--- src/rtl/pl_mem_pkg.sv ---
// Shared constants for the memory-stage load/store unit: access-size encodings,
// FSM state encoding and datapath widths.
package pl_mem_pkg;

  localparam int XLEN   = 32;
  localparam int STRB_W = XLEN / 8;
  localparam int F3_W   = 3;

  localparam logic [F3_W-1:0] F3_B  = 3'b000;
  localparam logic [F3_W-1:0] F3_H  = 3'b001;
  localparam logic [F3_W-1:0] F3_W_ = 3'b010;
  localparam logic [F3_W-1:0] F3_BU = 3'b100;
  localparam logic [F3_W-1:0] F3_HU = 3'b101;

  typedef enum logic [1:0] {
    IDLE = 2'd0,
    REQ  = 2'd1,
    DONE = 2'd2
  } lsu_state_t;

endpackage

--- src/rtl/pl_lsu_align.sv ---
// Combinational lane logic: store replication/strobes, legality/alignment check,
// and load byte/halfword extraction with sign or zero extension.
module pl_lsu_align
  import pl_mem_pkg::*;
(
  input  logic [F3_W-1:0]   funct3,
  input  logic              is_write,
  input  logic [1:0]        addr_lo,
  input  logic [XLEN-1:0]   data,
  output logic [XLEN-1:0]   wdata,
  output logic [STRB_W-1:0] wstrb,
  output logic              misalign,
  input  logic [F3_W-1:0]   ld_funct3,
  input  logic [1:0]        ld_off,
  input  logic [XLEN-1:0]   rdata,
  output logic [XLEN-1:0]   ld_data
);

  logic       illegal;
  logic       unaligned;
  logic [7:0] ld_byte;
  logic [15:0] ld_half;

  always_comb begin
    illegal = 1'b1;
    if (is_write) begin
      if (funct3 == F3_B || funct3 == F3_H || funct3 == F3_W_) illegal = 1'b0;
    end else begin
      if (funct3 == F3_B || funct3 == F3_H || funct3 == F3_W_ ||
          funct3 == F3_BU || funct3 == F3_HU) illegal = 1'b0;
    end
    unaligned = 1'b0;
    if ((funct3 == F3_H || funct3 == F3_HU) && addr_lo[0]) unaligned = 1'b1;
    if (funct3 == F3_W_ && addr_lo != 2'b00) unaligned = 1'b1;
    misalign = illegal | unaligned;
  end

  // Stores replicate the operand across all lanes; strobes pick the live bytes.
  always_comb begin
    wdata = data;
    wstrb = 4'b1111;
    case (funct3[1:0])
      2'b00: begin
        wdata = {4{data[7:0]}};
        wstrb = 4'b0001 << addr_lo;
      end
      2'b01: begin
        wdata = {2{data[15:0]}};
        wstrb = addr_lo[1] ? 4'b1100 : 4'b0011;
      end
      default: begin
        wdata = data;
        wstrb = 4'b1111;
      end
    endcase
  end

  always_comb begin
    case (ld_off)
      2'd0:    ld_byte = rdata[7:0];
      2'd1:    ld_byte = rdata[15:8];
      2'd2:    ld_byte = rdata[23:16];
      default: ld_byte = rdata[31:24];
    endcase
    ld_half = ld_off[1] ? rdata[31:16] : rdata[15:0];
    case (ld_funct3)
      F3_B:    ld_data = {{24{ld_byte[7]}}, ld_byte};
      F3_BU:   ld_data = {24'd0, ld_byte};
      F3_H:    ld_data = {{16{ld_half[15]}}, ld_half};
      F3_HU:   ld_data = {16'd0, ld_half};
      default: ld_data = rdata;
    endcase
  end

endmodule

--- src/rtl/pl_lsu_mem.sv ---
// Memory-stage load/store unit: issues one request per access on the
// request/ready bus, stalls the pipeline until done, and aborts on timeout.
module pl_lsu_mem
  import pl_mem_pkg::*;
#(
  parameter int unsigned TIMEOUT_CYCLES = 255,
  parameter int unsigned CNT_W          = 16
) (
  input  logic              clk,
  input  logic              rst_n,
  input  logic              MemReadM,
  input  logic              MemWriteM,
  input  logic [F3_W-1:0]   funct3M,
  input  logic [XLEN-1:0]   ALUResultM,
  input  logic [XLEN-1:0]   WriteDataM,
  output logic [XLEN-1:0]   ReadDataM,
  output logic              StallM,
  output logic              MisalignM,
  output logic              BusErrM,
  output logic              mem_req,
  output logic              mem_we,
  output logic [XLEN-1:0]   mem_addr,
  output logic [XLEN-1:0]   mem_wdata,
  output logic [STRB_W-1:0] mem_wstrb,
  input  logic              mem_ready,
  input  logic [XLEN-1:0]   mem_rdata
);

  localparam logic [CNT_W-1:0] TO_LAST = CNT_W'(TIMEOUT_CYCLES - 1);

  lsu_state_t        state_q, state_d;
  logic [CNT_W-1:0]  cnt_q;
  logic [XLEN-1:0]   rdata_q;
  logic [F3_W-1:0]   ld_f3_q;
  logic [1:0]        ld_off_q;

  logic              access;
  logic              bad;
  logic              start;
  logic              stall_raw;
  logic [XLEN-1:0]   al_wdata;
  logic [STRB_W-1:0] al_wstrb;
  logic [XLEN-1:0]   ld_data;

  assign access = MemReadM | MemWriteM;

  pl_lsu_align u_align (
    .funct3    (funct3M),
    .is_write  (MemWriteM),
    .addr_lo   (ALUResultM[1:0]),
    .data      (WriteDataM),
    .wdata     (al_wdata),
    .wstrb     (al_wstrb),
    .misalign  (bad),
    .ld_funct3 (ld_f3_q),
    .ld_off    (ld_off_q),
    .rdata     (mem_rdata),
    .ld_data   (ld_data)
  );

  always_ff @(posedge clk or negedge rst_n) begin
    if (!rst_n) state_q <= IDLE;
    else        state_q <= state_d;
  end

  always_comb begin
    state_d   = state_q;
    stall_raw = 1'b0;
    MisalignM = 1'b0;
    start     = 1'b0;
    case (state_q)
      IDLE: begin
        if (access) begin
          if (bad) begin
            MisalignM = 1'b1;
          end else begin
            start     = 1'b1;
            stall_raw = 1'b1;
            state_d   = REQ;
          end
        end
      end
      REQ: begin
        stall_raw = 1'b1;
        if (mem_ready || cnt_q == TO_LAST) state_d = DONE;
      end
      DONE:    state_d = IDLE;
      default: state_d = IDLE;
    endcase
  end

  // Reset must release the pipeline at once, even with an access still presented.
  assign StallM    = stall_raw & rst_n;
  assign ReadDataM = MisalignM ? '0 : rdata_q;

  // Bus outputs are latched at issue so they stay stable across wait states.
  always_ff @(posedge clk or negedge rst_n) begin
    if (!rst_n) begin
      cnt_q     <= '0;
      rdata_q   <= '0;
      ld_f3_q   <= '0;
      ld_off_q  <= '0;
      mem_req   <= 1'b0;
      mem_we    <= 1'b0;
      mem_addr  <= '0;
      mem_wdata <= '0;
      mem_wstrb <= '0;
      BusErrM   <= 1'b0;
    end else begin
      BusErrM <= 1'b0;
      if (start) begin
        mem_req   <= 1'b1;
        mem_we    <= MemWriteM;
        mem_addr  <= {ALUResultM[XLEN-1:2], 2'b00};
        mem_wdata <= al_wdata;
        mem_wstrb <= MemWriteM ? al_wstrb : '0;
        ld_f3_q   <= funct3M;
        ld_off_q  <= ALUResultM[1:0];
        cnt_q     <= '0;
      end else if (state_q == REQ) begin
        if (mem_ready) begin
          mem_req <= 1'b0;
          rdata_q <= mem_we ? '0 : ld_data;
        end else if (cnt_q == TO_LAST) begin
          mem_req <= 1'b0;
          BusErrM <= 1'b1;
          rdata_q <= '0;
        end else begin
          cnt_q <= cnt_q + CNT_W'(1);
        end
      end
    end
  end

endmodule

--- config.mk ---
export PLATFORM = sky130hd
export DESIGN_NAME = pl_lsu_mem
export DESIGN_NICKNAME = d
export VERILOG_FILES = /design/src/rtl/pl_mem_pkg.sv /design/src/rtl/pl_lsu_align.sv /design/src/rtl/pl_lsu_mem.sv
export SDC_FILE = /design/constraint.sdc
export NUM_CORES = 1
export LEC_CHECK = 0
export ABC_AREA = 1
export ABC_CLOCK_PERIOD_IN_PS = 3450
export CAP_MARGIN = 40
export CORE_ASPECT_RATIO = 0.7
export CORE_MARGIN = 2
export CORE_UTILIZATION = 50
export DETAILED_ROUTE_END_ITERATION = 12
export GPL_TIMING_DRIVEN = 0
export PLACE_DENSITY = 0.95
export SLEW_MARGIN = 20
export SYNTH_ARGS = -nofsm -noshare
export SYNTH_HDL_FRONTEND = slang
export SYNTH_SLANG_ARGS = --single-unit
--- constraint.sdc ---
create_clock -name clk -period 3.45 [get_ports clk]
set_clock_uncertainty 0.2 [all_clocks]
set_input_delay 0.69 -clock clk [delete_from_list [all_inputs] [get_ports clk]]
set_output_delay 0.69 -clock clk [all_outputs]
set_load 0.01 [all_outputs]
==> flow_summary.yaml, run 1 <==
placement:
  gp_congestion: 0.992
  io_buffers: 206
  hpwl_um: 14800
sta:
  max_freq_ghz: 0.295
  fin_crit_ns: 3.40
  tns_ns: 0
  hold_violations: 0
  slew_violations: 0
  fin_crit_sh: 0.984
  setup_viol_count_final: 0
  worst_pin_slew_ns: 0.598
  relSlewSlack: 0.601
yosys:
  synth.top_cell.area_share: 0.485
  async_flop_share: 1.00
  synth_seq_cells: 124
  synthFlopType: "dfrtp_1"
  synth.area.top_cells: "dfrtp_1 49%, nand2_1 21%, nor2_1 5.0%, nand3_1 4.2%, inv_1 4.0%"
  synth-warning-count: 0
  synth.distinct_cells: 30
  synth_edf_count: 0
  ys_seq_area_frac: 0.485
  syn_area_um2: 6400
  syn_inst: 878
  yosysTopAreaCell: "dfrtp_1"
  synth_area_per_cell_um2: 7.28
  yosysMostFrequentCell: "nand2_1"
  synthTopCellsByCount: "366 x nand2_1, 124 x dfrtp_1, 86 x nor2_1"
flow_run:
  max_cap_violations: 0
route:
  wl_per_cell_um: 16.1
  drcViolationCount: 0
  first_iter_violations: 687
  drt_wl_total_um: 20700
  via_count: 6734
  dr.pass1.iters: 7
  viasPerCell: 5.23
  ant_nets: 0
finish:
  fin_nets: 1218
  synthToLayoutAreaGrowth_pct: 47.6
  num_antenna_cells: 0
  fill_cells: 902
  drive_above_1_share: 0.0907
critical_path:
  path_cells: "clkdlybuf4s50_1 -> inv_2 -> nand3_1 -> nand2_2 -> a21oi_4 -> buf_12 -> buf_6 -> nor2_1 -> clkdlybuf4s50_1"
  slowest_delay_ns: 0.53
  crit_top_cell: "clkdlybuf4s50_1"
  cp.required_ns: 2.56
  crit_path_top_delay_cell: "clkdlybuf4s50_1"
  regToRegStartpoint: "cnt_q[0]"
  criticalPathCategory: "input port to output pin"
  cp-end-kind: "output pin"
  reg2reg_slack_ns: 1.32
  critical_path_arrival_ns: 2.51
  start_kind: "input port"
  path_max_fanout: 10
  crit_path_start: "ALUResultM[1]"
floorplan:
  pin_count: 209
  num_rows: 34
  die_x_um: 139
  die-area_um2: 13700
  core-area_um2: 12500
  initial_utilization: 0.513
  die_h_um: 98.6
cts:
  path_clk_slew_ns: 0.05
  cts_max_path_buffers: 2
  cts_sinks: 124
  cts_root_buf: "clkbuf_16"
  clk_latency_ns: 0.41
  cts.htree.levels: 4
  numCtsBuffers: 17
  cts_tree: "done"
min_path:
  min-delay-start: "rdata_q[15]"
  hold_class: "flip-flop to flip-flop"
power_and_ir_drop:
  p_per_area_nw_per_um2: 702
  power_w: 0.00663
  peakVddDrop_uv: 457
  leakagePower_nw: 4.83
grt:
  gr-total-overflow: 0
  grt_max_degree: 84
  grt_pass1_vias: 6496
  grtUsageTotal: 0.304
  antenna_found_initial: 0
  grt_pass1_wl_um: 33200
outcome:
  status: "completed"
-- placed cells by master, fill, tap and decap left out, types with 3 or more instances in the layout --
master           count
nand2_1            365
clkdlybuf4s50_1    189
dfrtp_1            124
nor2_1              84
inv_1               68
nand3_1             54
o21ai_0             33
a21oi_1             31
buf_2               25
clkbuf_16           18
nand4_1             14
o211ai_1            12
buf_4               10
clkbuf_1             9
dlymetal6s2s_1       9
o21ai_1              8
or2_2                8
dlygate4sd2_1        7
inv_2                6
nand2_2              5
buf_6                5
xor2_1               5
bufinv_16            4
nor2_4               3
clkinv_2             3
-- metrics by stage --
stage          hold WS (ns)  cells  utilization  area (um2)  setup slack [ns]
6_report              0.269   1287        0.758        9440            0.0546
5_1_grt               0.286   1287        0.758        9440          -0.00286
4_1_cts               0.274   1286        0.753        9390           0.00727
3_5_place_dp          0.260   1248        0.697        8690            -0.332
3_3_place_gp          0.256   1247        0.695        8660             -3.57
2_1_floorplan         0.194    879            -        6400             0.985
-- report_power, final --
group | total (W) | switching [W] | leakage [nW] | internal (W)
logic | 0.00253 | 0.00132 | 2.95 | 0.00121
clock network | 0.00188 | 0.000655 | 0.297 | 0.00123
registers | 0.00222 | 0.000297 | 1.59 | 0.00192
-- sequential cells by signal (all words and copies together), names as in the netlist --
register	flops
BusErrM	1
cnt_q	16
ld_f3_q	3
ld_off_q	2
mem_addr	30
mem_req	1
mem_wdata	32
mem_we	1
mem_wstrb	4
rdata_q	32
state_q	2
-- area by class of cell --
class	count	area [um2]	area share
sequential	124	3100	0.329
buffer	42	248	0.0262
clock buffer	21	450	0.0477
multi-input combinational	638	2800	0.296
clock inverter	11	168	0.0178
tap	162	203	0.0215
timing repair buffer	214	2190	0.232
inverter	75	284	0.0301
-- cell families (layout without fill, tap and decap cells) --
logic type | after synthesis | after routing | synth area share
AOI/OAI and AO/OA | 87 | 87 | 0.0743
xor gates and xnor gates | 6 | 6 | 0.00822
adders and majority gates | 2 | 2 | 0.00391
buffers and inverters | 117 | 363 | 0.0804
DFF | 124 | 124 | 0.485
other | 1 | 2 | 0.000586
and+or+nand+nor | 541 | 541 | 0.347
-- final timing paths --
kind	end	cells after the start
max reg2reg	mem_req	10
max	ReadDataM[13]	9
max in group asynchronous	rdata_q[6]	3
min in group asynchronous	rdata_q[3]	2
min reg2reg	rdata_q[15]	2
min	rdata_q[15]	2
-- repair_timing --
item / in CTS / in global routing
gates cloned: 1 / 1
hold buffers: 2 / 0
endpoints found under the hold margin: 11 / 0
pin swaps: 2 / 1
buffers inserted: 3 / 0
resized for setup: 15 / 12
setup endpoints to repair: 33 / 28
-- worst max-delay path: cells and delay by family --
family / cells / cell delay [ns]
buffers and inverters: 5 / 1.39
and+or+nand+nor: 3 / 0.25
AOI/OAI and AO/OA: 1 / 0.18
-- metal layers --
metal	GRT usage	up-vias	routed length (um)
met5	0	-	0
met4	0.0940	0	491
met3	0.0734	49	1980
met2	0.469	364	9330
met1	0.429	3117	8880
li1	-	3204	-
No activity file was read; power rests on OpenSTA's default activity.
==> run 2, diff against run 1 <==
--- a/config.mk
+++ b/config.mk
@@ -9,11 +9,11 @@
 export ABC_CLOCK_PERIOD_IN_PS = 3450
 export CAP_MARGIN = 40
 export CORE_ASPECT_RATIO = 0.7
-export CORE_MARGIN = 2
+export CORE_MARGIN = 1.5
 export CORE_UTILIZATION = 50
 export DETAILED_ROUTE_END_ITERATION = 12
 export GPL_TIMING_DRIVEN = 0
-export PLACE_DENSITY = 0.95
+export PLACE_DENSITY_LB_ADDON = 0.2
 export SLEW_MARGIN = 20
 export SYNTH_ARGS = -nofsm -noshare
 export SYNTH_HDL_FRONTEND = slang
==> flow_summary.yaml, run 2 (same netlist as run 1, synthesis figures left out) <==
outcome:
  status: "completed"
sta:
  slew_violations: 0
  worst_pin_slew_ns: 0.636
  setup_viol_count_final: 0
  tns_ns: 0
  max_freq_ghz: 0.293
  fin_crit_ns: 3.41
  relSlewSlack: 0.576
  fin_crit_sh: 0.988
  whs_ns: 0.0752
  hold_violations: 0
placement:
  hpwl_um: 14500
  placed_cells: 1248
  dpl_cell_area_um2: 8690
  gp_congestion: 0.933
  io_buffers: 206
cts:
  path_clk_slew_ns: 0.06
  hold_buffers: 0
  numCtsBuffers: 17
  cts_root_buf: "clkbuf_16"
  cts_sinks: 124
  clk_latency_ns: 0.41
  cts_max_path_buffers: 2
  cts_tree: "done"
  cts.htree.levels: 4
critical_path:
  crit_family: "buffers and inverters"
  cp.required_ns: 2.56
  path_max_fanout: 10
  criticalPathCategory: "input port to output pin"
  cp_num_buf_inv: 4
  path_cells: "clkdlybuf4s50_1 -> nor2_1 -> nand3_1 -> nand2_2 -> a21oi_4 -> buf_4 -> buf_6 -> nor2_1 -> clkdlybuf4s50_1"
  slowest_delay_ns: 0.55
  crit_path_top_delay_cell: "clkdlybuf4s50_1"
  critical_path_arrival_ns: 2.52
  start_kind: "input port"
  cp-end-kind: "output pin"
route:
  drt_wl_total_um: 20000
  met2_length_um: 8690
  top_layer_used: "met4"
  first_iter_violations: 531
  via_count: 6638
  wl_per_cell_um: 15.5
  viasPerCell: 5.15
  ant_nets: 0
  met1_length_um: 9180
  dr.pass1.iters: 5
  dr_wl_met3_um: 1900
  drcViolationCount: 0
finish:
  mostFrequentLayoutCell: "nand2_1"
  fill_cells: 944
  design_area_um2: 9520
  num_antenna_cells: 0
  reg.largest.list: "mem_wdata (32), rdata_q (32), mem_addr (30)"
  layout_common_cells: "365 x nand2_1, 176 x clkdlybuf4s50_1, 124 x dfrtp_1"
  drive_above_1_share: 0.0941
  final_cells: 1288
  synthToLayoutAreaGrowth_pct: 48.9
  fin_nets: 1219
floorplan:
  initial_utilization: 0.513
  pin_count: 209
  core-area_um2: 12500
  die-area_um2: 13500
  die_x_um: 138
  num_rows: 34
  die_h_um: 97.6
power_and_ir_drop:
  leakagePower_nw: 5.13
  power_w: 0.00673
  p_per_area_nw_per_um2: 707
  peakVddDrop_uv: 452
grt:
  grtUsageTotal: 0.311
  grt_pass1_wl_um: 33600
  antenna_found_initial: 0
  grt_max_degree: 68
  grt_pass1_vias: 6606
  gr-total-overflow: 0
flow_run:
  max_cap_violations: 0
min_path:
  hold_class: "input port to asynchronous set/reset pin"
[run 2: cell types whose count changed in the layout (fill, tap and decap cells not counted), moves of 3 or more]
| cell | before | now |
|---|---|---|
| buf_4 | 10 | 17 |
| clkbuf_1 | 9 | 6 |
| clkdlybuf4s50_1 | 189 | 176 |
| dlygate4sd2_1 | 7 | 2 |
| dlymetal6s2s_1 | 9 | 27 |
[run 2: timing repair]
item | CTS | global route
buffers inserted | 4 | 4
setup endpoints to repair | 33 | 32
cloned | 0 | 0
resized for setup | 11 | 28
pin swaps | 3 | 3
[run 2: through the flow]
step	worst slack, ns	utilization
3_3_place_gp	-3.61	0.695
6_report	0.0403	0.764
5_1_grt	-0.0372	0.764
4_1_cts	-0.0309	0.756
2_1_floorplan	0.985	-
3_5_place_dp	-0.329	0.697
[run 2: cell type report]
type | instances | area, um2 | area share
flip-flops and latches | 124 | 3100 | 0.326
multi-input cells | 638 | 2800 | 0.294
repair buffers | 215 | 2220 | 0.233
clock buffers | 19 | 453 | 0.0476
inverters | 75 | 282 | 0.0296
plain buffers | 42 | 250 | 0.0263
clock inverters | 13 | 213 | 0.0223
well taps | 162 | 203 | 0.0213
[run 2: power breakdown]
group	switching, W	total (W)	internal, W	leakage [nW]
sequential	0.000284	0.00220	0.00192	1.59
combinational	0.00130	0.00251	0.00121	3.22
clock	0.000689	0.00202	0.00133	0.328
total	0.00227	0.00673	0.00446	5.13
[run 2: worst paths after layout]
path	start	slack [ns]	depth (start not counted)	endpoint
setup reg to reg	cnt_q[0]	1.33	10	rdata_q[31]
setup / recovery	funct3M[0]	0.04	9	ReadDataM[17]
hold reg to reg	mem_req	0.27	2	mem_req
hold / removal	rst_n	0.08	1	mem_wdata[30]
min in group clk	mem_req	0.27	2	mem_req
max in group asynchronous	rst_n	2.25	2	rdata_q[24]
[run 2: per-layer routing]
layer / global-route usage / up-vias
met5: 0 / -
met4: 0.0883 / 0
met3: 0.0749 / 24
met2: 0.465 / 361
met1: 0.453 / 3045
li1: - / 3208
